## src/rtl/ysyx_24120013_ifu_pkg.sv

```systemverilog
// Shared definitions for the instruction fetch unit: state encodings,
// reset PC, nop encoding and an alignment helper.
package ysyx_24120013_ifu_pkg;

  typedef enum logic [2:0] {
    ST_REQ      = 3'd0,
    ST_WAIT_RSP = 3'd1,
    ST_HOLD     = 3'd2,
    ST_WAIT_NPC = 3'd3,
    ST_FAULT    = 3'd4
  } ifu_state_e;

  localparam logic [31:0] IFU_RESET_PC = 32'h8000_0000;
  localparam logic [31:0] IFU_NOP      = 32'h0000_0013;

  // Instructions are word aligned; any low address bit set is a fault.
  function automatic logic is_misaligned(input logic [1:0] lsb);
    return lsb != 2'b00;
  endfunction

endpackage

```

## src/rtl/ysyx_24120013_ifu_reg.sv

```systemverilog
// Generic register with synchronous active-high reset and write enable.
module ysyx_24120013_Reg #(
  parameter int               WIDTH     = 32,
  parameter logic [WIDTH-1:0] RESET_VAL = '0
) (
  input  logic             clk,
  input  logic             rst,
  input  logic             i_wen,
  input  logic [WIDTH-1:0] i_d,
  output logic [WIDTH-1:0] o_q
);

  logic [WIDTH-1:0] r_q;

  // Reset has priority over the write enable.
  always_ff @(posedge clk) begin
    if (rst)        r_q <= RESET_VAL;
    else if (i_wen) r_q <= i_d;
  end

  assign o_q = r_q;

endmodule

```

## src/rtl/ysyx_24120013_ifu.sv

```systemverilog
// Instruction fetch unit: one outstanding fetch, holds the instruction
// until the decoder takes it, then waits for the next PC.
//
// state    | meaning
// ---------+-----------------------------------------------------
// REQ      | request at PC presented to memory
// WAIT_RSP | request accepted, waiting for the response
// HOLD     | instruction offered to the decoder
// WAIT_NPC | instruction taken, waiting for the next PC
// FAULT    | bus error or misaligned next PC, sticky until reset
module ysyx_24120013_ifu
  import ysyx_24120013_ifu_pkg::*;
#(
  parameter int                    DATA_WIDTH = 32,
  parameter logic [DATA_WIDTH-1:0] RESET_PC   = IFU_RESET_PC
) (
  input  logic                  clk,
  input  logic                  rst,
  output logic                  imem_req_valid,
  input  logic                  imem_req_ready,
  output logic [DATA_WIDTH-1:0] imem_req_addr,
  input  logic                  imem_rsp_valid,
  input  logic [DATA_WIDTH-1:0] imem_rsp_data,
  input  logic                  imem_rsp_err,
  output logic                  inst_valid,
  input  logic                  inst_ready,
  output logic [31:0]           inst,
  output logic [DATA_WIDTH-1:0] inst_pc,
  input  logic                  npc_valid,
  input  logic [DATA_WIDTH-1:0] npc,
  output logic                  fetch_fault,
  output logic [31:0]           fetch_cnt
);

  ifu_state_e            r_state;
  ifu_state_e            w_state_nxt;
  logic [31:0]           r_inst;
  logic [DATA_WIDTH-1:0] r_inst_pc;
  logic [31:0]           r_fetch_cnt;
  logic [DATA_WIDTH-1:0] w_pc;
  logic                  w_inst_fire;
  logic                  w_npc_take;
  logic                  w_npc_bad;
  logic                  w_pc_wen;
  logic                  w_rsp_ok;

  assign w_inst_fire = (r_state == ST_HOLD) && inst_ready;
  // The next PC is only consumed once the current instruction has been taken.
  assign w_npc_take  = npc_valid && ((r_state == ST_WAIT_NPC) || w_inst_fire);
  assign w_npc_bad   = is_misaligned(npc[1:0]);
  assign w_pc_wen    = w_npc_take && !w_npc_bad;
  assign w_rsp_ok    = (r_state == ST_WAIT_RSP) && imem_rsp_valid && !imem_rsp_err;

  ysyx_24120013_Reg #(
    .WIDTH     (DATA_WIDTH),
    .RESET_VAL (RESET_PC)
  ) u_pc (
    .clk   (clk),
    .rst   (rst),
    .i_wen (w_pc_wen),
    .i_d   (npc),
    .o_q   (w_pc)
  );

  // State register.
  always_ff @(posedge clk) begin
    if (rst) r_state <= ST_REQ;
    else     r_state <= w_state_nxt;
  end

  // Next-state logic.
  always_comb begin
    w_state_nxt = r_state;
    case (r_state)
      ST_REQ:      if (imem_req_ready) w_state_nxt = ST_WAIT_RSP;
      ST_WAIT_RSP: if (imem_rsp_valid) w_state_nxt = imem_rsp_err ? ST_FAULT : ST_HOLD;
      ST_HOLD: begin
        if (inst_ready) begin
          if (npc_valid) w_state_nxt = w_npc_bad ? ST_FAULT : ST_REQ;
          else           w_state_nxt = ST_WAIT_NPC;
        end
      end
      ST_WAIT_NPC: if (npc_valid) w_state_nxt = w_npc_bad ? ST_FAULT : ST_REQ;
      ST_FAULT:    w_state_nxt = ST_FAULT;
      default:     w_state_nxt = ST_FAULT;
    endcase
  end

  // Instruction capture and accepted-instruction counter.
  always_ff @(posedge clk) begin
    if (rst) begin
      r_inst      <= IFU_NOP;
      r_inst_pc   <= RESET_PC;
      r_fetch_cnt <= '0;
    end else begin
      if (w_rsp_ok) begin
        r_inst    <= imem_rsp_data[31:0];
        r_inst_pc <= w_pc;
      end
      if (w_inst_fire) r_fetch_cnt <= r_fetch_cnt + 32'd1;
    end
  end

  // Handshake outputs are forced low while reset is held.
  assign imem_req_valid = !rst && (r_state == ST_REQ);
  assign inst_valid     = !rst && (r_state == ST_HOLD);
  assign fetch_fault    = !rst && (r_state == ST_FAULT);
  assign imem_req_addr  = w_pc;
  assign inst           = r_inst;
  assign inst_pc        = r_inst_pc;
  assign fetch_cnt      = r_fetch_cnt;

endmodule

```

## config.mk

```make
export PLATFORM = sky130hd
export DESIGN_NAME = ysyx_24120013_ifu
export DESIGN_NICKNAME = d
export VERILOG_FILES = /design/src/rtl/ysyx_24120013_ifu_pkg.sv /design/src/rtl/ysyx_24120013_ifu_reg.sv /design/src/rtl/ysyx_24120013_ifu.sv
export SDC_FILE = /design/constraint.sdc
export NUM_CORES = 1
export LEC_CHECK = 0
export BUFFER_PORTS_ARGS = -buffer_cell sky130_fd_sc_hd__buf_2
export CAP_MARGIN = 20
export CORE_UTILIZATION = 35
export CTS_BUF_LIST = sky130_fd_sc_hd__clkbuf_4 sky130_fd_sc_hd__clkbuf_8
export DETAILED_ROUTE_END_ITERATION = 8
export SLEW_MARGIN = 0
export SYNTH_ARGS = -nofsm -noshare
export SYNTH_HDL_FRONTEND = slang
export SYNTH_SLANG_ARGS = --single-unit
```

## constraint.sdc

```tcl
create_clock -name clk -period 3 [get_ports clk]
set_clock_uncertainty 0.15 [all_clocks]
set_input_delay 0.45 -clock clk [delete_from_list [all_inputs] [get_ports clk]]
set_output_delay 0.45 -clock clk [all_outputs]
set_load 0.02 [all_outputs]
```

==> results of run 1 <==
[area by class of cell]
| cell class | count | area (µm²) | area share (%) |
|---|---|---|---|
| inverter | 6 | 22.5 | 0.338 |
| clock inverter | 12 | 203 | 3.04 |
| multi-input combinational | 446 | 2230 | 33.4 |
| clock buffer | 20 | 275 | 4.13 |
| timing repair buffer | 210 | 1090 | 16.3 |
| sequential | 131 | 2620 | 39.3 |
| antenna | 1 | 2.50 | 0.0375 |
| tap | 180 | 225 | 3.38 |
[sequential cells by signal, summed over array words and instances, names as in the netlist]
signal and flops:
fetch_cnt 32, inst_pc 32, inst 32, r_state 3, u_pc.o_q 32
[power breakdown]
part / total (mW) / switching, mW / internal, mW / leakage [nW]
clock: 1.74 / 0.683 / 1.06 / 0.227
sequential: 1.77 / 0.0168 / 1.76 / 1.06
combinational: 0.193 / 0.120 / 0.0734 / 1.47
total: 3.71 / 0.820 / 2.89 / 2.75
[cell usage in the layout (no fill, tap or decap), types with 4 or more instances in the layout]
cell	n
dfxtp_1	131
nor4_1	6
xnor2_1	7
nor3b_1	4
nand3b_1	6
buf_4	9
nand4_1	10
o21ai_0	8
nand3_1	8
clkbuf_8	20
or3_1	7
inv_1	6
nor2_1	19
a21oi_1	109
clkinvlp_4	4
buf_2	200
and4_1	4
bufinv_16	5
nand2_1	203
nor3_1	4
or4_1	15
o31ai_1	11
[logic make-up after synthesis]
logic type	after synthesis	synth area share, %
multiplexers	4	0.867
AO/OA/AOI/OAI	130	13.5
buffers and inverters	51	4.33
flip-flops	131	51.9
adder cells (fa/ha/maj)	1	0.248
AND/OR/NAND/NOR	301	27.4
XOR/XNOR	10	1.73
[how the worst max path moves through the flow]
| stage | endpoint | start | slack [ns] | depth (start not counted) |
|---|---|---|---|---|
| floorplan | fetch_cnt[31] | fetch_cnt[12] | 0.66 | 6 |
| global placement | fetch_cnt[24] | inst_ready | 0.63 | 6 |
| detailed placement | fetch_cnt[31] | fetch_cnt[12] | 0.57 | 4 |
| CTS | fetch_cnt[31] | fetch_cnt[12] | 0.53 | 4 |
| global route | fetch_cnt[31] | fetch_cnt[12] | 0.37 | 4 |
| finish | fetch_cnt[31] | fetch_cnt[12] | 0.49 | 4 |
[worst min-delay path, stage by stage]
cell and delay, ns:
buf_2 0.07, nand2_1 0.04, nand3b_1 0.07
[through the flow]
step                hold slack [ns]  power, mW  cell area, µm²  util, %  worst slack (ns)
floorplan                     0.385       1.92            5050        -             0.661
global placement              0.288       2.00            6160     44.1             0.627
detailed placement            0.293       2.01            6180     44.2             0.566
CTS                          0.0524       3.76            6660     47.6             0.529
global route                 0.0560       3.86            6660     47.6             0.373
finish                       0.0904       3.71            6670     47.6             0.490
[metal layers]
layer	part of all wire [%]	track usage, %	vias to the layer above
met3	9.7	7.58	21
met5	0	0	-
met4	1.6	7.85	0
met2	45	30.0	202
met1	43	21.8	2292
li1	-	-	2487
==> reports/metrics.yaml, run 1 <==
status: "finished, final reports clean"
synthFlopType: "dfxtp_1"
place_congestion: 0.797
regToRegEndpoint: "fetch_cnt[31]"
ys_types: 35
portBuffers: 201
synthToLayoutAreaGrowth_pct: 31.9
rsz0062_at_grt: "no"
worst_hold_path.endpoint: "inst[1]"
synth-seq-cells: 131
setup_viol: 0
grt_pass1_vias: 4557
clk_path_buf_depth: 2
nets: 884
drt-total-wl_um: 13900
drt_pre_antenna_iters: 7
cap_viol_max_count: 0
slowest_stage: "or4_1"
worst_ep_required_time_ns: 3.17
cts_sinks: 131
vias_per_cell: 4.97
post-route-min-period_ns: 2.51
ys_seq_area_share_pct: 51.9
end_kind: "flip-flop"
worst-slew-pin-transition_ns: 0.727
coreArea_mm2: 0.0140
die_w_um: 122
min_from: "imem_rsp_data[1]"
yosysTopAreaCellShare_pct: 51.9
ys_warn_count: 0
critical-path-top-delay-family: "simple AND/OR/NAND/NOR gates"
ys_async_sr_fraction_pct: 0
syn_nets: 700
grt_usage_pct: 18.6
die_area_mm2: 0.0149
clockRootBuffer: "clkbuf_8"
synth_area_mm2: 0.00505
cts_tree: "built"
cts_inserted_buffers: 17
fin_crit_sh_pct: 83.7
finalNonFillerCells: 1006
powerDensity_mw_per_mm2: 556
rows: 43
critical_path_buf_inv_count: 0
p_leak_nw: 2.75
slew_violations: 0
slew_headroom_pct: 51.6
r2r_setup_slack_ns: 0.49
num_vias: 5002
r2r_start: "fetch_cnt[12]"
cts-hold-fix-buffers: 0
start_util_pct: 36.1
cp.arrival_ns: 2.68
die_y_um: 122
hold_viol: 0
synth_top_cell_by_area: "dfxtp_1"
cts_resized: 0
grt_max_degree: 65
drt_iter0_markers: 277
vdd_drop_max_v: 0.000318
grt_pass1_wl_um: 21700
antenna_left: 0
worst-path-max-fanout: 16
drive_gt1_share_pct: 30.3
netlist_instances: 628
fmax_mhz: 398
hp-class: "in2reg"
worst_setup_path_start_kind: "flip-flop"
worstPathCellList: "nand4_1, or4_1, nor4_1, mux2_2"
wl_per_cell_um: 13.8
setup_tns_ns: 0
ioPinCount: 202
clk_latency_ns: 0.43
placedCellCount: 973
synth_edf_count: 0
worst-r2r-cell-count: 4
dp_hpwl_um: 9570
path_class: "reg2reg"
holdPathStages: 3
cts_setup_buffers: 0
syn_avg_cell_area_um2: 8.05
drc: 0
grt_overflow: 0
netlist_top_cells_count: "203 x nand2_1, 131 x dfxtp_1, 109 x a21oi_1"
htreeDepth: 4
synth_area_leaders: "dfxtp_1 52%, nand2_1 15%, a21oi_1 11%, clkbuf_1 2.8%, or4_1 2.2%"
path_clk_slew_ns: 0.07
num-fill-cells: 1392
antenna_found_initial: 1
cpPeakStageDelay_ns: 0.81
synth.most_common_cell: "nand2_1"
Power figures use the tool's default switching activity.
==> run 2, diff against run 1 <==
==> constraint.sdc (replaced) <==
create_clock -name clk -period 2.3 [get_ports clk]
set_clock_uncertainty 0.15 [all_clocks]
set_input_delay 0.345 -clock clk [delete_from_list [all_inputs] [get_ports clk]]
set_output_delay 0.345 -clock clk [all_outputs]
set_load 0.02 [all_outputs]
==> run 2 against run 1 <==
Routed wire length grew 5.7%. Sequential power grew 31%. First-iteration DRC count shrank 2.5%. Global-route usage grew 1.1 points. Sequential share of layout area shrank 3.7 points. Register-to-register slack lost 0.38 ns. Via count grew 5.7%. Worst hold slack gained 0.073 ns. Clock power grew 21%. Non-clock buffer count grew 77. Final area grew 11%. Sequential cell count is the same.
==> reports/metrics.yaml, run 2 (same netlist as run 1, synthesis figures left out) <==
portBuffers: 201
end_kind: "flip-flop"
coreArea_mm2: 0.0140
finalNonFillerCells: 1084
cts_tree: "built"
placedCellCount: 988
clk_latency_ns: 0.43
drt_pre_antenna_iters: 5
stdcell_area_mm2: 0.00737
worst-slew-pin-transition_ns: 0.589
setup_tns_ns: 0
worst_ep_required_time_ns: 2.48
slew_headroom_pct: 60.8
p_leak_nw: 3.07
place_congestion: 0.806
layout.cells.most_common_list: "203 x nand2_1, 200 x buf_2, 128 x dfxtp_1"
grt_max_degree: 59
num_vias: 5285
wl_per_cell_um: 13.6
die_y_um: 122
rsz0062_at_grt: "no"
drt-total-wl_um: 14700
rows: 43
worst-path-max-fanout: 16
hp-class: "in2reg"
clk_path_buf_depth: 2
drt_iter0_markers: 270
clockRootBuffer: "clkbuf_8"
grt_overflow: 0
antenna_left: 0
worst_setup_path_start_kind: "flip-flop"
vias_per_cell: 4.88
cp.arrival_ns: 2.37
path_clk_slew_ns: 0.07
vdd_drop_max_v: 0.000431
path_class: "reg2reg"
ioPinCount: 202
cts_inserted_buffers: 17
drive_gt1_share_pct: 29.7
synthToLayoutAreaGrowth_pct: 45.9
grt_pass1_wl_um: 22900
fin_crit_sh_pct: 95.4
fmax_mhz: 456
place_area_mm2: 0.00630
die_w_um: 122
power.total_mw: 4.76
start_util_pct: 36.1
setup_viol: 0
final_common_cell: "nand2_1"
cts_setup_buffers: 0
post-route-min-period_ns: 2.19
cap_viol_max_count: 0
antenna_found_initial: 1
status: "finished, final reports clean"
grt_pass1_vias: 4890
grt_usage_pct: 19.8
htreeDepth: 4
die_area_mm2: 0.0149
hold_viol: 0
cts_sinks: 131
dp_hpwl_um: 9870
nets: 961
drc: 0
slew_violations: 0
powerDensity_mw_per_mm2: 646
[run 2: changes by cell type in the layout (fill, tap and decap cells not counted)]
cell           before  now
clkbuf_8           20   22
diode_2             1    3
dlygate4sd3_1       0   62
nor4bb_1            1    0
nor4bb_2            0    1
dfxtp_2             0    3
dfxtp_1           131  128
clkinv_4            2    1
clkinvlp_4          4    3
clkinv_2            1    0
buf_4               9   24
bufinv_16           5    3
clkbuf_4            0    2
[run 2: repair_timing]
| action | CTS | global route |
|---|---|---|
| hold buffers | 62 | 0 |
| resized for setup | 0 | 1 |
| endpoints found under the hold margin | 62 | 0 |
| endpoints found under the setup margin | 0 | 1 |
[run 2: worst paths after layout]
path | start | end | slack, ns | cells past startpoint
setup / recovery | fetch_cnt[10] | fetch_cnt[31] | 0.11 | 5
hold / removal | npc_valid | r_state[1] | 0.16 | 4
setup reg to reg | fetch_cnt[10] | fetch_cnt[31] | 0.11 | 5
hold reg to reg | inst_pc[7] | inst_pc[7] | 0.30 | 2
[run 2: area by class of cell]
type,count,area (µm²)
clock buffer,24,318
fill,1348,6610
multi-input combinational,446,2230
inverter,6,22.5
tap,180,225
clock inverter,7,121
antenna,3,7.51
sequential,131,2630
timing repair buffer,287,1820
[run 2: layer usage]
| metal | global-route usage, % | part of all wire [%] | vias up |
|---|---|---|---|
| li1 | - | - | 2646 |
| met4 | 9.15 | 2.3 | 0 |
| met1 | 22.8 | 42 | 2424 |
| met5 | 0 | 0 | - |
| met3 | 7.21 | 7.8 | 31 |
| met2 | 32.5 | 48 | 184 |
[run 2: worst max-delay path, stage by stage (launching register included)]
cell	delay (ns)
dfxtp_1	0.37
nand4_1	0.21
or4_1	0.51
buf_4	0.20
nor4_1	0.29
mux2_2	0.36
[run 2: stage by stage]
step	util (%)	setup WS (ns)	hold WS (ns)
final	52.7	0.106	0.163
after CTS	52.6	0.112	0.131
after global routing	52.7	0.0105	0.182
after detailed placement	45.0	0.117	0.293
after floorplan	-	0.0196	0.319
after global placement	45.0	0.145	0.289
[run 2: power by group]
part | total (mW) | internal [mW] | switching [mW]
logic | 0.353 | 0.172 | 0.181
clock network | 2.10 | 1.24 | 0.864
registers | 2.31 | 2.29 | 0.0143
total | 4.76 | 3.70 | 1.06
